`src/rtl/game_pkg.sv`:
```
// Shared encodings and geometry for the game display path.
// Contents: game state encodings, VGA timing/active-area constants,
// frame-buffer geometry, fade FSM encoding and a background-address helper.
package game_pkg;

    localparam int unsigned CNT_W      = 10;
    localparam int unsigned H_ACTIVE   = 640;
    localparam int unsigned V_ACTIVE   = 480;
    localparam int unsigned H_TOTAL    = 800;
    localparam int unsigned V_TOTAL    = 525;
    localparam int unsigned FB_W       = 320;
    localparam int unsigned FB_H       = 240;
    localparam int unsigned BG_ADDR_W  = 17;

    typedef enum logic [3:0] {
        GS_TITLE    = 4'd0,
        GS_STAFF    = 4'd1,
        GS_STAGE1   = 4'd2,
        GS_SUCCESS1 = 4'd3,
        GS_STAGE2   = 4'd4,
        GS_SUCCESS2 = 4'd5,
        GS_STAGE3   = 4'd6,
        GS_SUCCESS3 = 4'd7,
        GS_FAIL     = 4'd8
    } game_state_e;

    typedef enum logic {
        SHOW  = 1'b0,
        BLANK = 1'b1
    } fade_state_e;

    // Background is the 320x240 frame buffer scaled 2x in both directions.
    function automatic logic [BG_ADDR_W-1:0] bg_addr(input logic [CNT_W-1:0] h,
                                                     input logic [CNT_W-1:0] v);
        logic [BG_ADDR_W-1:0] row;
        row = BG_ADDR_W'(v >> 1);
        return BG_ADDR_W'(h >> 1) + (row * BG_ADDR_W'(FB_W));
    endfunction

endpackage

```
`src/rtl/layer_prio_enc.sv`:
```
// Combinational priority encoder: lowest-index hit wins.
// Ports:
//   hit_i   qualified hit vector, bit 0 = highest priority
//   addr_i  per-layer addresses, layer k in slice k
//   any_c   at least one layer hit
//   idx_c   index of the winning layer (0 when none)
//   addr_c  address of the winning layer (0 when none)
module layer_prio_enc #(
    parameter  int unsigned N_LAYERS = 4,
    parameter  int unsigned ADDR_W   = 17,
    localparam int unsigned IDX_W    = (N_LAYERS > 1) ? $clog2(N_LAYERS) : 1
) (
    input  logic [N_LAYERS-1:0]        hit_i,
    input  logic [N_LAYERS*ADDR_W-1:0] addr_i,
    output logic                       any_c,
    output logic [IDX_W-1:0]           idx_c,
    output logic [ADDR_W-1:0]          addr_c
);

    // Scan from the lowest priority upward so the lowest index overwrites last.
    always_comb begin
        any_c  = 1'b0;
        idx_c  = '0;
        addr_c = '0;
        for (int k = int'(N_LAYERS) - 1; k >= 0; k--) begin
            if (hit_i[k]) begin
                any_c  = 1'b1;
                idx_c  = IDX_W'(k);
                addr_c = addr_i[k*ADDR_W +: ADDR_W];
            end
        end
    end

endmodule

```
`src/rtl/game_layer_compositor.sv`:
```
// Per-pixel layer compositor between VGA timing and frame-memory address.
// Two-stage pipeline (inputs -> stage 1 -> outputs). Game state is latched
// only at the frame boundary (h_cnt == 0 && v_cnt == 0), and every scene
// change blanks the screen for FADE_FRAMES frames.
// Optional feature macro: LAYER_BLINK_EN (blink layers in blink_mask with a
// half-period of BLINK_FRAMES frames). Without it blink_mask is ignored.
// Ports:
//   clk, rst       pixel clock, asynchronous active-high reset
//   state          requested game state
//   h_cnt, v_cnt   raster position
//   layer_en       per-layer enable
//   layer_hit      per-layer coverage of this pixel
//   layer_addr     per-layer address, layer k in slice k
//   blink_mask     layers subject to blinking
//   pixel_addr     frame-memory address
//   pixel_src      0 = background, k = layer k-1
//   pixel_valid    active area and not blanked
//   frame_start    pulse aligned with output pixel (0,0)
//   shown_state    state being displayed
//   blanking       fade in progress
module game_layer_compositor
    import game_pkg::*;
#(
    parameter  int unsigned N_LAYERS     = 4,
    parameter  int unsigned ADDR_W       = 17,
    parameter  int unsigned STATE_W      = 4,
    parameter  int unsigned FADE_FRAMES  = 8,
    parameter  int unsigned BLINK_FRAMES = 16,
    localparam int unsigned SRC_W        = $clog2(N_LAYERS + 1)
) (
    input  logic                       clk,
    input  logic                       rst,
    input  logic [STATE_W-1:0]         state,
    input  logic [CNT_W-1:0]           h_cnt,
    input  logic [CNT_W-1:0]           v_cnt,
    input  logic [N_LAYERS-1:0]        layer_en,
    input  logic [N_LAYERS-1:0]        layer_hit,
    input  logic [N_LAYERS*ADDR_W-1:0] layer_addr,
    input  logic [N_LAYERS-1:0]        blink_mask,
    output logic [ADDR_W-1:0]          pixel_addr,
    output logic [SRC_W-1:0]           pixel_src,
    output logic                       pixel_valid,
    output logic                       frame_start,
    output logic [STATE_W-1:0]         shown_state,
    output logic                       blanking
);

    localparam int unsigned IDX_W  = (N_LAYERS > 1) ? $clog2(N_LAYERS) : 1;
    localparam int unsigned FADE_W = (FADE_FRAMES > 1) ? $clog2(FADE_FRAMES) : 1;

    logic                fb_c;
    logic                active_c;
    logic                enter_show_c;
    logic [N_LAYERS-1:0] hide_c;

    fade_state_e         fsm_q, fsm_d;
    logic [STATE_W-1:0]  shown_q, shown_d;
    logic [FADE_W-1:0]   fade_cnt_q, fade_cnt_d;

    logic [N_LAYERS-1:0]        hit1_q;
    logic [N_LAYERS*ADDR_W-1:0] addr1_q;
    logic [ADDR_W-1:0]          bg1_q;
    logic                       active1_q;
    logic                       fb1_q;

    logic                sel_any_c;
    logic [IDX_W-1:0]    sel_idx_c;
    logic [ADDR_W-1:0]   sel_addr_c;

    logic [ADDR_W-1:0]   pixel_addr_d;
    logic [SRC_W-1:0]    pixel_src_d;
    logic                pixel_valid_d;

    assign fb_c     = (h_cnt == '0) && (v_cnt == '0);
    assign active_c = (h_cnt < CNT_W'(H_ACTIVE)) && (v_cnt < CNT_W'(V_ACTIVE));

    // Fade FSM state register.
    always_ff @(posedge clk or posedge rst) begin
        if (rst) begin
            fsm_q      <= SHOW;
            shown_q    <= '0;
            fade_cnt_q <= '0;
        end else begin
            fsm_q      <= fsm_d;
            shown_q    <= shown_d;
            fade_cnt_q <= fade_cnt_d;
        end
    end

    // Fade FSM next state; acts only on the frame-boundary input cycle.
    always_comb begin
        fsm_d        = fsm_q;
        shown_d      = shown_q;
        fade_cnt_d   = fade_cnt_q;
        enter_show_c = 1'b0;
        if (fb_c) begin
            unique case (fsm_q)
                SHOW: begin
                    if (state != shown_q) begin
                        shown_d = state;
                        if (FADE_FRAMES > 0) begin
                            fade_cnt_d = FADE_W'(FADE_FRAMES - 1);
                            fsm_d      = BLANK;
                        end
                    end
                end
                BLANK: begin
                    if (state != shown_q) begin
                        shown_d    = state;
                        fade_cnt_d = FADE_W'(FADE_FRAMES - 1);
                    end else if (fade_cnt_q == '0) begin
                        fsm_d        = SHOW;
                        enter_show_c = 1'b1;
                    end else begin
                        fade_cnt_d = fade_cnt_q - FADE_W'(1);
                    end
                end
                default: fsm_d = SHOW;
            endcase
        end
    end

`ifdef LAYER_BLINK_EN
    localparam int unsigned BLINK_W = (BLINK_FRAMES > 0) ? $clog2(2 * BLINK_FRAMES) : 1;

    logic [BLINK_W-1:0] blink_cnt_q, blink_cnt_d;

    // Frame counter; the FB pixel already uses the new frame's count.
    always_comb begin
        blink_cnt_d = blink_cnt_q;
        if (fb_c) begin
            if (enter_show_c || (blink_cnt_q == BLINK_W'(2 * BLINK_FRAMES - 1))) begin
                blink_cnt_d = '0;
            end else begin
                blink_cnt_d = blink_cnt_q + BLINK_W'(1);
            end
        end
    end

    always_ff @(posedge clk or posedge rst) begin
        if (rst) begin
            blink_cnt_q <= '0;
        end else begin
            blink_cnt_q <= blink_cnt_d;
        end
    end

    assign hide_c = (blink_cnt_d >= BLINK_W'(BLINK_FRAMES)) ? blink_mask : '0;
`else
    logic unused_c;
    assign unused_c = ^{blink_mask, enter_show_c, 1'(BLINK_FRAMES)};
    assign hide_c   = '0;
`endif

    // Stage 1: qualified hits, addresses, background address, flags.
    always_ff @(posedge clk or posedge rst) begin
        if (rst) begin
            hit1_q    <= '0;
            addr1_q   <= '0;
            bg1_q     <= '0;
            active1_q <= 1'b0;
            fb1_q     <= 1'b0;
        end else begin
            hit1_q    <= layer_hit & layer_en & ~hide_c;
            addr1_q   <= layer_addr;
            bg1_q     <= ADDR_W'(bg_addr(h_cnt, v_cnt));
            active1_q <= active_c;
            fb1_q     <= fb_c;
        end
    end

    layer_prio_enc #(
        .N_LAYERS (N_LAYERS),
        .ADDR_W   (ADDR_W)
    ) u_prio (
        .hit_i  (hit1_q),
        .addr_i (addr1_q),
        .any_c  (sel_any_c),
        .idx_c  (sel_idx_c),
        .addr_c (sel_addr_c)
    );

    // Output selection; blanking uses the FSM state already updated at FB.
    always_comb begin
        pixel_addr_d  = '0;
        pixel_src_d   = '0;
        pixel_valid_d = 1'b0;
        if (active1_q) begin
            if (sel_any_c) begin
                pixel_src_d = SRC_W'(sel_idx_c) + SRC_W'(1);
            end
            if (fsm_q == SHOW) begin
                pixel_valid_d = 1'b1;
                pixel_addr_d  = sel_any_c ? sel_addr_c : bg1_q;
            end
        end
    end

    // Stage 2: registered outputs.
    always_ff @(posedge clk or posedge rst) begin
        if (rst) begin
            pixel_addr  <= '0;
            pixel_src   <= '0;
            pixel_valid <= 1'b0;
            frame_start <= 1'b0;
            shown_state <= '0;
            blanking    <= 1'b0;
        end else begin
            pixel_addr  <= pixel_addr_d;
            pixel_src   <= pixel_src_d;
            pixel_valid <= pixel_valid_d;
            frame_start <= fb1_q;
            shown_state <= shown_q;
            blanking    <= (fsm_q == BLANK);
        end
    end

endmodule
```
`config.mk`:
```
export PLATFORM = sky130hd
export DESIGN_NAME = game_layer_compositor
export DESIGN_NICKNAME = d
export VERILOG_FILES = /design/src/rtl/game_pkg.sv /design/src/rtl/layer_prio_enc.sv /design/src/rtl/game_layer_compositor.sv
export SDC_FILE = /design/constraint.sdc
export NUM_CORES = 1
export LEC_CHECK = 0
export CAP_MARGIN = 30
export CORE_ASPECT_RATIO = 0.9
export CORE_MARGIN = 2
export CORE_UTILIZATION = 35
export CTS_CLUSTER_DIAMETER = 30
export CTS_CLUSTER_SIZE = 10
export DETAILED_ROUTE_END_ITERATION = 7
export PLACE_DENSITY_LB_ADDON = 0.1
export SLEW_MARGIN = 40
export SYNTH_ARGS = -nofsm -noshare
export SYNTH_HDL_FRONTEND = slang
export SYNTH_SLANG_ARGS = --single-unit
```
`constraint.sdc`:
```
create_clock -name clk -period 5.3 [get_ports clk]
set_clock_uncertainty 0.1 [all_clocks]
set_input_delay 0.53 -clock clk [delete_from_list [all_inputs] [get_ports clk]]
set_output_delay 0.53 -clock clk [all_outputs]
set_load 0.01 [all_outputs]
```
==> results.md <==
* Die Area at 0.0146 mm^2
* Row count at 40
* Total congestion overflow after global routing at 0
* Final Hold Viols at 0
* Min-Delay Endpoint: frame_start
* Cts hold-fix bufs at 0
* Fraction of the yosys area taken by sequential cells at 65.9%
* Cell types with the largest area share after synthesis: sky130_fd_sc_hd__dfrtp_1 66%, sky130_fd_sc_hd__ha_1 5.2%, sky130_fd_sc_hd__a211o_1 3.1%
* Total power per unit cell area at 362 mW/mm^2
* Mapped cell area at 0.00479 mm^2
* Endpoint kind of the worst setup timing path: flip-flop
* Share of the clock period used by the worst path at 52.9%
* Critical path type: primary input to flip-flop
* Pin count of the biggest net entering global routing at 48
* Most repeated cell in the gate-level netlist after synthesis: sky130_fd_sc_hd__dfrtp_1
* Worst VDD drop at 0.214 mV
* Hold path start: fb1_q
* Die Height at 115 um
* Sinks on the clock net at 126
* Number of antenna violations at the first check in global routing at 0
* Max-slew violations at 0
* Cells on worst reg2reg path at 5
* Core Box Area at 0.0134 mm^2
* TritonCTS clock tree: done
* Maxcap violations at 0
* Number of optimization iterations in the first detailed-route pass at 4
* Tot Pwr at 2.48 mW
* Cts bufs inserted at 17
* Yosys top cell area share at 65.9%
* Average instance area after synthesis at 13.6 um^2
* Maximum fanout along the worst path at 4
* Number of global-route vias before repair at 3,420
* Leading cell types by count after synthesis: 126 x sky130_fd_sc_hd__dfrtp_1, 27 x sky130_fd_sc_hd__a21oi_1, 25 x sky130_fd_sc_hd__inv_1, 20 x sky130_fd_sc_hd__ha_1
* Worst hold stages at 0
* Initial Util at 35.8%
* Final core utilization at 51.2%
* Post_cts resized at 0
* Count of yosys warnings during synthesis at 0
* Worst skew pair latency at 410 ps
* Fraction of layout cells with a size suffix above 1 at 9.80%
* Worst Tran Pin Value at 756 ps
* Setup slack of the most critical reg-to-reg path at 3180 ps
* Placed wire-length estimate after detailed placement at 7890 um
* Maximum operating frequency at 357 MHz
* Number of nets produced by synthesis at 481
* Count of flip-flops with a built-in enable after synthesis at 0
* Area grow syn2layout at 43.0%
* Setup repair after global routing missed its margin: false
* Post-placement setup slack at 2080 ps
* R2r startpoint: hit1_q[2]
* Global placer's final weighted congestion at 0.767
* WL/cell at 16.6 um
* Ys flop type: sky130_fd_sc_hd__dfrtp_1
* Final worst-path setup slack at 2500 ps
* Total wire length at 11,100 um
* Instance count of the mapped netlist at 353
* IO buf count at 128
* Wire length of the first global-routing pass at 18,000 um
* CP required at 5530 ps
* Critical path startpoint category: primary input
* Max-Slew Margin vs Limit at 49.6%
* Count of nets after finishing at 618
* Detailed-route vias per instance at 4.79
* Number of distinct standard cells referenced by the synthesized netlist at 39
* Final sum of negative setup slack at 0 ps
* Global-route usage over all layers at 16.6%
* Post-route DRC violation count at 0
* Number of storage elements in the synthesis netlist at 126
* Worst-path clk slew at 50 ps
* Number of setup violations in the final report at 0
* Leak Pwr at 3.03 nW
* Number of buffers on the longest clock path at 2
* Number of post-CTS setup repair buffers at 0
* Number of inserted filler cells in the final layout at 1,188
* Worst reg2reg endpoint: pixel_addr[10]
* Number of ports placed on the die boundary at 133
* Data arrival time of the worst path at 3030 ps
* H-tree Lvls at 4
* Count of antenna-violating nets left after detailed routing at 0
* Die X at 127 um
* Clock root buffer: sky130_fd_sc_hd__clkbuf_16
* Ant. Diodes at 0
* Largest area contributor in the netlist: sky130_fd_sc_hd__dfrtp_1
* Drt initial violations at 153
* Area of all placed cells without fillers at 0.00684 mm^2
* Placed cell areas at 0.00626 mm^2
* Share of synthesized registers carrying an async set or reset at 100%
* Worst min-delay path class: flip-flop to flip-flop
* Status: completed
* Time the final worst path needs with I/O delays and setup at 2800 ps
* Via total after detailed routing at 3,201
-- flip-flops by register name (all words and copies together), names as in the netlist, 3 cells and up --
name,count
hit1_q,4
fade_cnt_q,3
pixel_addr,17
bg1_q,17
pixel_src,3
shown_state,4
shown_q,4
addr1_q,68
-- area by class of cell --
| cell class | instances | area, um^2 | area share (%) |
|---|---|---|---|
| clock buffer | 23 | 498 | 7.28 |
| multi-input combinational | 186 | 1470 | 21.5 |
| inverter | 25 | 96.3 | 1.41 |
| clock inverter | 6 | 83.8 | 1.23 |
| sequential | 126 | 3150 | 46.1 |
| timing repair buffer | 134 | 1330 | 19.4 |
| tap | 168 | 210 | 3.07 |
-- layer usage --
| layer | global-route usage [%] | share of wire, % | routed length [um] |
|---|---|---|---|
| met4 | 6.15 | 1.2 | 135 |
| met1 | 22.6 | 47 | 5240 |
| met5 | 0 | 0 | 0 |
| met2 | 24.7 | 46 | 5080 |
| met3 | 5.54 | 5.6 | 618 |
-- cell usage in the layout (no fill, tap or decap), drive strengths merged, types with 3 or more instances in the layout --
master and n:
a211o 17, a21oi 28, a221oi 17, a22oi 17, and2 4, and3b 3
buf 6, clkbuf 23, clkdlybuf4s50 128, clkinv 4, dfrtp 126, ha 20
inv 25, mux2 4, nand2 7, nand2b 3, nand3 5, nand4 3
nor2 11, nor2b 3, nor3b 4, nor4 7, o21ai 4, xnor2 12
xor2 6
-- report_power, final --
part	leakage [nW]	internal, mW	total, mW	switching, mW
logic	1.19	0.157	0.294	0.137
registers	1.55	1.03	1.05	0.0215
clock network	0.291	0.744	1.13	0.390
-- logic make-up (layout without fill, tap and decap cells) --
group | Yosys count | count (layout) | synth area share [%]
muxes | 4 | 4 | 0.941
buffers and inverters | 41 | 188 | 3.45
DFF | 126 | 126 | 65.9
and+or+nand+nor | 53 | 53 | 6.67
AOI/OAI and AO/OA | 89 | 89 | 13.4
xor gates and xnor gates | 18 | 18 | 3.61
adders and majority gates | 22 | 22 | 6.07
-- worst max-delay path, stage by stage --
cell and delay, ps:
sky130_fd_sc_hd__clkdlybuf4s50_1 480, sky130_fd_sc_hd__ha_1 340, sky130_fd_sc_hd__ha_1 230, sky130_fd_sc_hd__fa_1 430, sky130_fd_sc_hd__a211oi_2 270, sky130_fd_sc_hd__nor2_2 90, sky130_fd_sc_hd__xor2_2 200, sky130_fd_sc_hd__nand3_2 140
sky130_fd_sc_hd__nor3b_2 200, sky130_fd_sc_hd__xnor2_1 130
-- how the worst max path moves through the flow --
stage                  start        end  slack (ps)  cells after the start
floorplan                rst  active1_q        1310                      1
global route        v_cnt[2]  bg1_q[16]        2350                     10
finish              v_cnt[2]  bg1_q[16]        2500                     10
CTS                 v_cnt[2]  bg1_q[16]        2500                     10
global placement    v_cnt[2]  bg1_q[16]        2120                     10
detailed placement  v_cnt[2]  bg1_q[16]        2080                     10
-- per-stage QoR --
| stage | std cells | hold slack, ps |
|---|---|---|
| after floorplan | 353 | 231 |
| after global placement | 639 | 233 |
| after detailed placement | 639 | 237 |
| after CTS | 668 | 250 |
| after global routing | 668 | 262 |
| final | 668 | 248 |
Note: power is estimated with default switching activity, not from simulation.
